[src/rtl/spi_master.sv]
// Byte-wide SPI master, mode 0 (CPOL=0, CPHA=0), MSB first, single slave select.
// A start pulse in idle launches one 8-bit full-duplex transfer; done pulses for one cycle at the end.
module spi_master #(
  parameter int unsigned CLK_DIV = 4
) (
  input  logic       clk,
  input  logic       rst_n,
  input  logic       start_i,
  input  logic [7:0] tx_data_i,
  output logic [7:0] rx_data_o,
  output logic       busy_o,
  output logic       done_o,
  output logic       sclk_o,
  output logic       mosi_o,
  input  logic       miso_i,
  output logic       cs_n_o
);

  localparam int unsigned Half = CLK_DIV / 2;
  localparam int unsigned DivW = (Half > 1) ? $clog2(Half) : 1;

  typedef enum logic [1:0] {StIdle, StXfer, StDone} state_e;

  state_e            state_q, state_d;
  logic [DivW-1:0]   div_q, div_d;
  logic [2:0]        bit_q, bit_d;
  logic [7:0]        tx_sh_q, tx_sh_d;
  logic [7:0]        rx_sh_q, rx_sh_d;
  logic [7:0]        rx_data_q, rx_data_d;
  logic              sclk_q, sclk_d;
  logic              mosi_q, mosi_d;
  logic              cs_n_q, cs_n_d;
  logic              busy_q, busy_d;
  logic              done_q, done_d;

  always_ff @(posedge clk or negedge rst_n) begin
    if (!rst_n) begin
      state_q   <= StIdle;
      div_q     <= '0;
      bit_q     <= '0;
      tx_sh_q   <= '0;
      rx_sh_q   <= '0;
      rx_data_q <= '0;
      sclk_q    <= 1'b0;
      mosi_q    <= 1'b0;
      cs_n_q    <= 1'b1;
      busy_q    <= 1'b0;
      done_q    <= 1'b0;
    end else begin
      state_q   <= state_d;
      div_q     <= div_d;
      bit_q     <= bit_d;
      tx_sh_q   <= tx_sh_d;
      rx_sh_q   <= rx_sh_d;
      rx_data_q <= rx_data_d;
      sclk_q    <= sclk_d;
      mosi_q    <= mosi_d;
      cs_n_q    <= cs_n_d;
      busy_q    <= busy_d;
      done_q    <= done_d;
    end
  end

  always_comb begin
    state_d   = state_q;
    div_d     = div_q;
    bit_d     = bit_q;
    tx_sh_d   = tx_sh_q;
    rx_sh_d   = rx_sh_q;
    rx_data_d = rx_data_q;
    sclk_d    = sclk_q;
    mosi_d    = mosi_q;
    cs_n_d    = cs_n_q;
    busy_d    = busy_q;
    done_d    = done_q;

    unique case (state_q)
      StIdle: begin
        sclk_d = 1'b0;
        cs_n_d = 1'b1;
        busy_d = 1'b0;
        mosi_d = 1'b0;
        done_d = 1'b0;
        if (start_i) begin
          tx_sh_d = tx_data_i;
          mosi_d  = tx_data_i[7];
          cs_n_d  = 1'b0;
          busy_d  = 1'b1;
          div_d   = '0;
          bit_d   = '0;
          rx_sh_d = '0;
          state_d = StXfer;
        end
      end
      StXfer: begin
        if (div_q == DivW'(Half - 1)) begin
          div_d  = '0;
          sclk_d = ~sclk_q;
          if (!sclk_q) begin
            // Rising sclk: slave data is sampled, shifting in MSB first.
            rx_sh_d = {rx_sh_q[6:0], miso_i};
          end else if (bit_q == 3'd7) begin
            // 8th falling edge ends the transfer.
            cs_n_d    = 1'b1;
            busy_d    = 1'b0;
            done_d    = 1'b1;
            rx_data_d = rx_sh_q;
            bit_d     = '0;
            state_d   = StDone;
          end else begin
            bit_d   = bit_q + 3'd1;
            tx_sh_d = {tx_sh_q[6:0], 1'b0};
            mosi_d  = tx_sh_q[6];
          end
        end else begin
          div_d = div_q + DivW'(1);
        end
      end
      StDone: begin
        done_d  = 1'b0;
        mosi_d  = 1'b0;
        state_d = StIdle;
      end
      default: state_d = StIdle;
    endcase
  end

  assign rx_data_o = rx_data_q;
  assign busy_o    = busy_q;
  assign done_o    = done_q;
  assign sclk_o    = sclk_q;
  assign mosi_o    = mosi_q;
  assign cs_n_o    = cs_n_q;

endmodule

[config.mk]
export PLATFORM = sky130hd
export DESIGN_NAME = spi_master
export DESIGN_NICKNAME = d
export VERILOG_FILES = /design/src/rtl/spi_master.sv
export SDC_FILE = /design/constraint.sdc
export NUM_CORES = 1
export LEC_CHECK = 0
export BUFFER_PORTS_ARGS = -buffer_cell sky130_fd_sc_hd__buf_4
export CAP_MARGIN = 25
export CORE_ASPECT_RATIO = 1.75
export CORE_UTILIZATION = 30
export CTS_BUF_LIST = sky130_fd_sc_hd__clkbuf_2
export DETAILED_ROUTE_END_ITERATION = 6
export HOLD_SLACK_MARGIN = 0.05
export PLACE_DENSITY = 0.46
export SETUP_SLACK_MARGIN = 0.2
export SLEW_MARGIN = 20
export SYNTH_ARGS = -nofsm -noshare
export SYNTH_HDL_FRONTEND = slang
export SYNTH_SLANG_ARGS = --single-unit
[constraint.sdc]
create_clock -name clk -period 2.15 [get_ports clk]
set_clock_uncertainty 0.2 [all_clocks]
set_input_delay 0 -clock clk [delete_from_list [all_inputs] [get_ports clk]]
set_output_delay 0 -clock clk [all_outputs]
set_load 0.02 [all_outputs]
==> results of run 1 <==
## registers in the layout (all words and copies together) (netlist names)
name       flops
div_q          1
rx_data_o      8
busy_o         1
mosi_o         1
tx_sh_q        7
sclk_o         1
done_o         1
bit_q          3
rx_sh_q        8
cs_n_o         1
state_q        2
## placed cells by master, fill, tap and decap left out, types with 2 or more instances in the layout
cell type                       netlist  final
sky130_fd_sc_hd__nand2b_4             0      2
sky130_fd_sc_hd__a32o_1               2      2
sky130_fd_sc_hd__o21ai_0             14     13
sky130_fd_sc_hd__buf_12               0      2
sky130_fd_sc_hd__nand3_1              2      2
sky130_fd_sc_hd__ha_2                 0      3
sky130_fd_sc_hd__dlygate4sd3_1        0     12
sky130_fd_sc_hd__nor2_1               5      5
sky130_fd_sc_hd__nor2b_1              5      5
sky130_fd_sc_hd__dfrtp_1             33     32
sky130_fd_sc_hd__buf_4                0     35
sky130_fd_sc_hd__ha_1                 9      5
sky130_fd_sc_hd__nand2_1             19     18
sky130_fd_sc_hd__inv_2                0      2
sky130_fd_sc_hd__clkbuf_2             0      5
sky130_fd_sc_hd__a21oi_1              2      2
sky130_fd_sc_hd__nand2b_1             3      2
sky130_fd_sc_hd__mux2_2              24     23
## power by group
group / internal [mW] / switching, mW / total (mW) / leakage, nW
registers: 0.835 / 0.142 / 0.976 / 0.443
logic: 0.771 / 0.710 / 1.48 / 0.581
clock network: 0.0741 / 0.224 / 0.298 / 0.0264
total: 1.68 / 1.08 / 2.76 / 1.05
## worst max-delay path, cell delays in order (launching register included)
cell and delay, ns:
sky130_fd_sc_hd__dfrtp_1 0.42, sky130_fd_sc_hd__ha_1 0.22, sky130_fd_sc_hd__ha_2 0.24, sky130_fd_sc_hd__a211oi_4 0.28
sky130_fd_sc_hd__buf_12 0.15, sky130_fd_sc_hd__mux2_2 0.32
## worst paths after layout
path                       slack (ns)                        to  cells past startpoint              startpoint
setup reg to reg                 0.22    tx_sh_q[2]$_DFFE_PN0P_                      5    bit_q[0]$_DFFE_PN0P_
min in group asynchronous        0.43  rx_data_o[7]$_DFFE_PN0P_                      4                   rst_n
hold reg to reg                  0.31    rx_sh_q[7]$_DFFE_PN0P_                      2  rx_sh_q[7]$_DFFE_PN0P_
max in group asynchronous        1.11    state_q[0]$_DFFE_PN0P_                      4                   rst_n
setup / recovery                 0.22    tx_sh_q[2]$_DFFE_PN0P_                      5    bit_q[0]$_DFFE_PN0P_
hold / removal                   0.21    rx_sh_q[0]$_DFFE_PN0P_                      4                  miso_i
## metrics by stage
stage                     hold WS [ns]  instances  TNS (ns)
after detailed placement        -0.220        241    -0.175
after floorplan                 -0.496        141         0
after global routing             0.221        269         0
after global placement          -0.223        241         0
after CTS                        0.200        268         0
final                            0.215        269         0
## area by class of cell
class,instances,area [sq um]
fill,521,3030
timing repair buffer,50,434
sequential,34,853
inverter,3,11.3
tap,74,92.6
multi-input combinational,100,835
clock buffer,5,25.0
clock inverter,3,16.3
## kinds of logic after synthesis
family	share of synthesized area, %
AND/OR/NAND/NOR	12.9
flip-flops	51.6
buffers and inverters	1.82
adder cells (fa/ha/maj)	6.81
multiplexers	17.0
AO/OA/AOI/OAI	9.92
## timing repair
action | in CTS | in global routing
hold buffers | 13 | 0
gates cloned | 0 | 0
buffers inserted | 6 | 1
resized for setup | 11 | 10
pin swaps | 4 | 2
hold endpoints to repair | 46 | 0
setup endpoints to repair | 19 | 12
## metal layers
layer / share of wire, % / up-vias / GRT usage, %
met1: 36 / 612 / 14.1
met4: 4.5 / 0 / 8.97
met2: 56 / 32 / 25.0
li1: - / 593 / -
met5: 0 / - / 0
met3: 3.0 / 13 / 3.35
==> out/metrics.csv, run 1 <==
metric,value,unit
synthesis.yosys.warnings,0,
synth_top_cells_by_count,"33 x sky130_fd_sc_hd__dfrtp_1, 24 x sky130_fd_sc_hd__mux2_2, 19 x sky130_fd_sc_hd__nand2_1, 14 x sky130_fd_sc_hd__o21ai_0, 9 x sky130_fd_sc_hd__ha_1",
antenna_found_initial,0,
standard_cell_rows,35,
yosysSeqAreaShare,51.6,%
async_reset_ff_share,100,%
synth_enable_flop_cells,0,
wl_per_cell,13.7,microns
insertion_delay,0.39,ns
vias,1250,
distinct_cell_type_count_after_synthesis,30,
drt_iter0_markers,9,
netlist_area,0.00165,sq mm
layout-area-overhead-vs-synth,37.2,%
vias_per_cell,4.65,
detailedPlace.worstSlack,-0.0298,ns
outcome,finished clean,
synthesized_instance_count,141,
worst-endpoint-required,2.23,ns
crit_arrival,2.02,ns
ctsHtreeMaxLevel,2,
netlist.area_leader.share,50.0,%
launching_element_type_of_the_critical_path,flip-flop,
globalRouteTotalUtil,14.0,%
setup_viol,0,
synth_area_per_cell,11.7,sq um
cts_buffers,5,
max_transition_margin,77.8,%
power_density,1220,mW/mm^2
finalWorstPathRequiredPeriod,1.93,ns
post-synth-top-count-cell,sky130_fd_sc_hd__dfrtp_1,
timing_worst_setup_path_type,flip-flop to flip-flop,
finish.utilization,42.8,%
post-route-worst-setup-slack,0.216,ns
synth.ff_latch_count,34,
most_common_flop_cell_mapped_by_yosys,sky130_fd_sc_hd__dfrtp_1,
die_span_in_y,100,microns
first_pass_iters,4,
worst_ir_drop_vdd,0.000590,V
syn_nets,162,
postLayoutCellArea,0.00227,sq mm
post_detailed_route_count_of_antenna_violating_nets,0,
grt_max_degree,34,
max_slew.worst_pin.slew,0.331,ns
unrepaired_setup_endpoints_after_global_routing,true,
first_global_vias,1263,
final_nets,215,
core,0.00530,sq mm
total_leakage_power,1.05,nW
final.period_utilization,90.0,%
detailed_place_hpwl,2470,microns
globalRoute.totalOverflow,0,
crit_path_capture_type,flip-flop,
post_route_cells_drive_above_1_share,44.6,%
placement.cell_area,0.00195,sq mm
cts.sinks,34,
floorplan.io_pins,25,
clkTransAtPathRegs,0.19,ns
hp-class,input pin to flip-flop,
final_hold_viol_count,0,
grt_first_pass_wirelength,6030,microns
clock_root_cell,sky130_fd_sc_hd__clkbuf_2,
placement.io_buffers,24,
initial_core_util,31.2,%
post-route-drc-count,0,
yosys-top-cells-area,"sky130_fd_sc_hd__dfrtp_1 50%, sky130_fd_sc_hd__mux2_2 16%, sky130_fd_sc_hd__ha_1 6.8%, sky130_fd_sc_hd__nand2_1 4.3%, sky130_fd_sc_hd__o21ai_0 4.2%",
power.total,2.76,mW
postRouteWirelength,3680,microns
max-clock-path-buffers,2,
max-cap-violations,0,
tritoncts,built,
gp_routability_congestion,0.855,
full_die_area,0.00582,sq mm
top_cell_type_by_total_area_after_synthesis,sky130_fd_sc_hd__dfrtp_1,
antennaDiodeCount,0,
slew_violations,0,
die_w,58.1,microns
timing.critical_path.fanout_max,7,
max_clock_freq,517,MHz
Note: power is estimated with default switching activity, not from simulation.
==> run 2, diff against run 1 <==
--- a/config.mk
+++ b/config.mk
@@ -7,12 +7,15 @@
 export LEC_CHECK = 0
 export BUFFER_PORTS_ARGS = -buffer_cell sky130_fd_sc_hd__buf_4
 export CAP_MARGIN = 25
+export CELL_PAD_IN_SITES_DETAIL_PLACEMENT = 0
+export CELL_PAD_IN_SITES_GLOBAL_PLACEMENT = 1
 export CORE_ASPECT_RATIO = 1.75
+export CORE_MARGIN = 2
 export CORE_UTILIZATION = 30
 export CTS_BUF_LIST = sky130_fd_sc_hd__clkbuf_2
 export DETAILED_ROUTE_END_ITERATION = 6
 export HOLD_SLACK_MARGIN = 0.05
-export PLACE_DENSITY = 0.46
+export PLACE_DENSITY = 0.56
 export SETUP_SLACK_MARGIN = 0.2
 export SLEW_MARGIN = 20
 export SYNTH_ARGS = -nofsm -noshare
==> out/metrics.csv, run 2 (same netlist as run 1, synthesis figures left out) <==
metric,value,unit
hp-class,input pin to flip-flop,
power.net_switching,1.08,mW
antenna_found_initial,0,
cpMaxStageDelayCell,sky130_fd_sc_hd__dfrtp_1,
nFillCells,517,
wl_per_cell,13.9,microns
power_density,1290,mW/mm^2
final_nets,216,
layout.cells.most_common_list,"37 x sky130_fd_sc_hd__buf_4, 33 x sky130_fd_sc_hd__dfrtp_1, 19 x sky130_fd_sc_hd__nand2_1, 19 x sky130_fd_sc_hd__mux2_2, 13 x sky130_fd_sc_hd__o21ai_0",
ctsHtreeMaxLevel,2,
vias,1227,
max-clock-path-buffers,2,
crit_path_capture_type,flip-flop,
intPower,1.93,mW
first_global_vias,1332,
placement.io_buffers,24,
worst_hold_path.endpoint,rx_sh_q[0]$_DFFE_PN0P_,
max-cap-violations,0,
floorplan.io_pins,25,
grt_max_degree,34,
layout-area-overhead-vs-synth,40.7,%
full_die_area,0.00614,sq mm
postRouteWirelength,3760,microns
finish.utilization,43.9,%
outcome,finished clean,
clock_power_share,18.3,%
power.total,3.01,mW
final_hold_viol_count,0,
worstHoldStart,miso_i,
post-route-drc-count,0,
power.switching_fraction,35.9,%
first_pass_iters,3,
post_detailed_route_count_of_antenna_violating_nets,0,
regToRegStartpoint,state_q[0]$_DFFE_PN0P_,
gp_routability_congestion,0.784,
grt_first_pass_wirelength,6280,microns
finalWorstPathRequiredPeriod,1.95,ns
detailed_place_hpwl,2550,microns
final.period_utilization,90.6,%
combPwrFrac,49.2,%
unrepaired_setup_endpoints_after_global_routing,true,
launching_element_type_of_the_critical_path,flip-flop,
total_leakage_power,1.09,nW
initial_core_util,31.2,%
setup_viol,0,
layout.cells.most_common,sky130_fd_sc_hd__buf_4,
r2r_end,tx_sh_q[0]$_DFFE_PN0P_,
cts_buffers,5,
crit_arrival,2.04,ns
slew_violations,0,
p_seq_share,32.5,%
post_route_cells_drive_above_1_share,43.9,%
max_clock_freq,513,MHz
clkTransAtPathRegs,0.18,ns
worst-endpoint-required,2.24,ns
setup-tns-final,0,ns
standard_cell_rows,35,
die_span_in_y,102,microns
insertion_delay,0.39,ns
worst_ir_drop_vdd,0.000534,V
antennaDiodeCount,0,
worst_r2r_path_cells,6,
cts.sinks,34,
max_slew.worst_pin.slew,0.240,ns
globalRouteTotalUtil,14.0,%
crit_path_cell_trace,ha_2 > or2b_4 > nand3_4 > a211oi_4 > buf_4 > mux2_2,
timing.critical_path.fanout_max,4,
reg2reg_setup_slack,0.20,ns
timing_worst_setup_path_type,flip-flop to flip-flop,
core,0.00530,sq mm
max_transition_margin,83.9,%
globalRoute.totalOverflow,0,
drt_iter0_markers,37,
vias_per_cell,4.54,
min_path_cells,4,
die_w,60.1,microns
critical_path.max_stage_delay,0.47,ns
clock_root_cell,sky130_fd_sc_hd__clkbuf_2,
tritoncts,built,
-- run 2: changes by cell type in the layout (fill, tap and decap cells not counted), sizes merged --
cell,before,now
clkinv,2,1
buf,38,39
clkinvlp,1,0
bufinv,0,2
-- run 2: how the worst max path moves through the flow --
stage | cells past startpoint | end | start | slack [ns]
detailed placement | 6 | tx_sh_q[4]$_DFFE_PN0P_ | state_q[0]$_DFFE_PN0P_ | 0.003
global route | 6 | tx_sh_q[0]$_DFFE_PN0P_ | state_q[0]$_DFFE_PN0P_ | 0.15
floorplan | 6 | tx_sh_q[0]$_DFFE_PN0P_ | state_q[1]$_DFFE_PN0P_ | 0.22
CTS | 6 | tx_sh_q[6]$_DFFE_PN0P_ | state_q[0]$_DFFE_PN0P_ | 0.20
global placement | 6 | tx_sh_q[6]$_DFFE_PN0P_ | state_q[0]$_DFFE_PN0P_ | 0.05
finish | 6 | tx_sh_q[0]$_DFFE_PN0P_ | state_q[0]$_DFFE_PN0P_ | 0.20
-- run 2: through the flow --
stage               std cells  area [sq um]  hold slack [ns]  worst slack [ns]
floorplan                 141          1650           -0.496             0.220
global placement          240          1940           -0.228            0.0517
detailed placement        240          1940           -0.220           0.00289
CTS                       269          2260            0.186             0.203
global route              270          2320            0.207             0.147
finish                    270          2320            0.214             0.202
-- run 2: timing repair --
action / in CTS / in global routing
resized for setup: 8 / 13
setup endpoints to repair: 20 / 13
hold buffers: 13 / 0
pin swaps: 3 / 1
hold endpoints to repair: 47 / 0
buffers inserted: 8 / 1
-- run 2: layer usage --
metal	vias to the layer above	share of wire, %	track usage (%)
met5	-	0	0
met2	19	58	26.2
li1	601	-	-
met3	6	2.7	3.16
met4	0	1.9	6.32
met1	601	37	14.1
-- run 2: worst max-delay path: cells and delay by family, from the launching register on --
| kind | cells | cell delay (ns) |
|---|---|---|
| AO/OA/AOI/OAI | 1 | 0.20 |
| adder cells (fa/ha/maj) | 1 | 0.20 |
| buffers and inverters | 1 | 0.17 |
| flip-flops | 1 | 0.47 |
| multiplexers | 1 | 0.32 |
| AND/OR/NAND/NOR | 2 | 0.31 |
-- run 2: cell type report --
| class | count | area [sq um] | share of cell area (%) |
|---|---|---|---|
| tap | 74 | 92.6 | 3.98 |
| sequential | 34 | 852 | 36.7 |
| timing repair buffer | 51 | 429 | 18.5 |
| multi-input combinational | 100 | 846 | 36.4 |
| clock inverter | 3 | 68.8 | 2.96 |
| inverter | 3 | 11.3 | 0.484 |
| clock buffer | 5 | 25.0 | 1.08 |
-- run 2: power groups by stage --
stage / clock [mW] / combinational, mW / sequential (mW)
6_report: 0.550 / 1.48 / 0.977
5_1_grt: 0.604 / 1.64 / 1.01
4_1_cts: 0.575 / 1.36 / 0.971
3_5_place_dp: 0 / 1.19 / 0.988
3_3_place_gp: 0 / 1.17 / 0.979
2_1_floorplan: 0 / 0.821 / 0.992
==> run 3, diff against run 2 <==
--- a/config.mk
+++ b/config.mk
@@ -5,6 +5,7 @@
 export SDC_FILE = /design/constraint.sdc
 export NUM_CORES = 1
 export LEC_CHECK = 0
+export ABC_AREA = 1
 export BUFFER_PORTS_ARGS = -buffer_cell sky130_fd_sc_hd__buf_4
 export CAP_MARGIN = 25
 export CELL_PAD_IN_SITES_DETAIL_PLACEMENT = 0
@@ -15,7 +16,7 @@
 export CTS_BUF_LIST = sky130_fd_sc_hd__clkbuf_2
 export DETAILED_ROUTE_END_ITERATION = 6
 export HOLD_SLACK_MARGIN = 0.05
-export PLACE_DENSITY = 0.56
+export PLACE_DENSITY = 0.59
 export SETUP_SLACK_MARGIN = 0.2
 export SLEW_MARGIN = 20
 export SYNTH_ARGS = -nofsm -noshare
==> out/metrics.csv, run 3 <==
metric,value,unit
outcome,finished clean,
full_die_area,0.00641,sq mm
detailedPlace.worstSlack,0.148,ns
layout-area-overhead-vs-synth,27.9,%
post-route-drc-count,0,
fin_worst_hold_slack,0.226,ns
core,0.00559,sq mm
total_leakage_power,1.17,nW
yosys-top-cells-area,"sky130_fd_sc_hd__dfrtp_1 48%, sky130_fd_sc_hd__nand2_1 20%, sky130_fd_sc_hd__ha_1 6.5%, sky130_fd_sc_hd__o21ai_0 6.1%, sky130_fd_sc_hd__inv_1 5.2%",
unrepaired_setup_endpoints_after_global_routing,true,
crit_end,tx_sh_q[1]$_DFFE_PN0P_,
postRouteWirelength,3840,microns
synthesized_instance_count,220,
critical_path.max_stage_delay,0.43,ns
reg2reg_setup_slack,0.33,ns
cts.sinks,34,
die_span_in_y,104,microns
drt_iter0_markers,22,
final_hold_viol_count,0,
standard_cell_rows,36,
final_nets,285,
placement.io_buffers,24,
cpMaxStageDelayCell,sky130_fd_sc_hd__dfrtp_1,
crit_arrival,1.89,ns
crit_path_capture_type,flip-flop,
initial_core_util,31.0,%
grt_first_pass_wirelength,6550,microns
launching_element_type_of_the_critical_path,flip-flop,
first_pass_iters,4,
worst_r2r_path_cells,8,
grt_max_degree,35,
netlist_area,0.00173,sq mm
r2r_end,tx_sh_q[1]$_DFFE_PN0P_,
worst-path-stages,8,
post-route-worst-setup-slack,0.334,ns
cts_buffers,5,
synth.ff_latch_count,34,
timing_worst_setup_path_type,flip-flop to flip-flop,
most_common_flop_cell_mapped_by_yosys,sky130_fd_sc_hd__dfrtp_1,
detailed_place_hpwl,2840,microns
synthesis.yosys.warnings,0,
post-synth-top-count-cell,sky130_fd_sc_hd__nand2_1,
postLayoutCellArea,0.00221,sq mm
worst_ir_drop_vdd,0.000444,V
antenna_found_initial,0,
max_transition_margin,70.5,%
final.period_utilization,84.5,%
globalRoute.totalOverflow,0,
timing.critical_path.fanout_max,8,
max-clock-path-buffers,2,
vias,1454,
syn_nets,241,
max-cap-violations,0,
number_of_buffers_inserted_to_repair_setup_after_cts,0,
clock_root_cell,sky130_fd_sc_hd__clkbuf_2,
wl_per_cell,11.3,microns
max_clock_freq,551,MHz
synth_enable_flop_cells,0,
top_cell_type_by_total_area_after_synthesis,sky130_fd_sc_hd__dfrtp_1,
async_reset_ff_share,100,%
distinct_cell_type_count_after_synthesis,19,
post_detailed_route_count_of_antenna_violating_nets,0,
worst_path_most_repeated_cell,sky130_fd_sc_hd__nand2_1,
clkTransAtPathRegs,0.17,ns
post_route_cells_drive_above_1_share,19.2,%
synth_top_cells_by_count,"93 x sky130_fd_sc_hd__nand2_1, 33 x sky130_fd_sc_hd__dfrtp_1, 24 x sky130_fd_sc_hd__inv_1, 21 x sky130_fd_sc_hd__o21ai_0, 13 x sky130_fd_sc_hd__nand3_1",
worst_setup_path_startpoint,bit_q[0]$_DFFE_PN0P_,
crit_path_cell_trace,ha_1 > ha_1 > inv_1 > nand2_1 > o21ai_4 > nand2_4 > nand2_1 > nand2_1,
finalWorstPathRequiredPeriod,1.82,ns
setup_viol,0,
finish.utilization,39.6,%
slew_violations,0,
first_global_vias,1439,
insertion_delay,0.38,ns
globalRouteTotalUtil,13.7,%
ctsHtreeMaxLevel,2,
tritoncts,built,
max_slew.worst_pin.slew,0.442,ns
hp-class,input pin to flip-flop,
netlist.area_leader.share,47.8,%
cp_num_buf_inv,1,
synth_area_per_cell,7.86,sq um
antennaDiodeCount,0,
die_w,61.4,microns
vias_per_cell,4.26,
regToRegStartpoint,bit_q[0]$_DFFE_PN0P_,
floorplan.io_pins,25,
placement.cell_area,0.00201,sq mm
timing.critical_path.max_delay_family,adder cells,
worst-endpoint-required,2.22,ns
gp_routability_congestion,0.750,
power_density,1100,mW/mm^2
setup-tns-final,0,ns
layout.cells.most_common,sky130_fd_sc_hd__nand2_1,
yosysSeqAreaShare,49.3,%
layout.cells.most_common_list,"92 x sky130_fd_sc_hd__nand2_1, 32 x sky130_fd_sc_hd__dfrtp_1, 30 x sky130_fd_sc_hd__buf_4",
run 3: cell types whose count changed after synthesis, moves of 3 or more:
cell,previous run,this run
sky130_fd_sc_hd__inv_1,3,24
sky130_fd_sc_hd__mux2_2,24,0
sky130_fd_sc_hd__nor2b_1,5,0
sky130_fd_sc_hd__nand2_1,19,93
sky130_fd_sc_hd__o21ai_0,14,21
sky130_fd_sc_hd__nand2b_1,3,0
sky130_fd_sc_hd__nand3_1,2,13
sky130_fd_sc_hd__nor2_1,5,12
run 3: logic make-up after synthesis:
logic type,Yosys count,share of synthesized area (%)
AOI/OAI and AO/OA,25,7.74
DFF,34,49.3
buffers and inverters,30,7.89
adders and majority gates,9,6.51
and+or+nand+nor,122,28.6
run 3: cell type report:
class / instances / area (sq um)
fillers: 619 / 3370
flip-flops and latches: 34 / 853
clock inverters: 1 / 3.75
repair buffers: 42 / 345
clock buffers: 7 / 35.0
multi-input cells: 156 / 786
inverters: 25 / 93.8
well taps: 76 / 95.1
run 3: per-layer routing:
layer  track usage (%)  part of all wire [%]
met1              14.4                    38
met2              24.5                    56
met3              2.61                   3.0
met4              6.38                   2.6
met5                 0                     0
run 3: metrics by stage:
stage | cells | power (mW)
floorplan | 220 | 1.73
global placement | 321 | 2.07
detailed placement | 321 | 2.07
CTS | 341 | 2.40
global route | 341 | 2.70
finish | 341 | 2.44
run 3: power by group:
part,total (mW),switching (mW),internal [mW]
clock network,0.297,0.210,0.0871
logic,1.22,0.780,0.443
registers,0.919,0.114,0.805
run 3: worst min path at each step:
stage | to | cells past startpoint | slack (ns) | from
after floorplan | bit_q[0]$_DFFE_PN0P_ | 0 | -0.50 | rst_n
after global placement | rx_data_o[0]$_DFFE_PN0P_ | 1 | -0.21 | rst_n
after detailed placement | rx_data_o[0]$_DFFE_PN0P_ | 1 | -0.21 | rst_n
after CTS | rx_sh_q[0]$_DFFE_PN0P_ | 4 | 0.21 | miso_i
after global routing | rx_sh_q[0]$_DFFE_PN0P_ | 4 | 0.22 | miso_i
final | rx_sh_q[0]$_DFFE_PN0P_ | 4 | 0.23 | miso_i
run 3: timing repair:
action	4_1_cts	5_1_grt
endpoints found under the hold margin	49	0
resized for setup	2	10
endpoints found under the setup margin	18	20
hold buffers	12	0
run 3: tightest hold or removal path, delay by kind of cell:
family	cells	cell delay [ns]
compound gates	1	0.07
simple gates	1	0.05
buf+inv	2	0.66
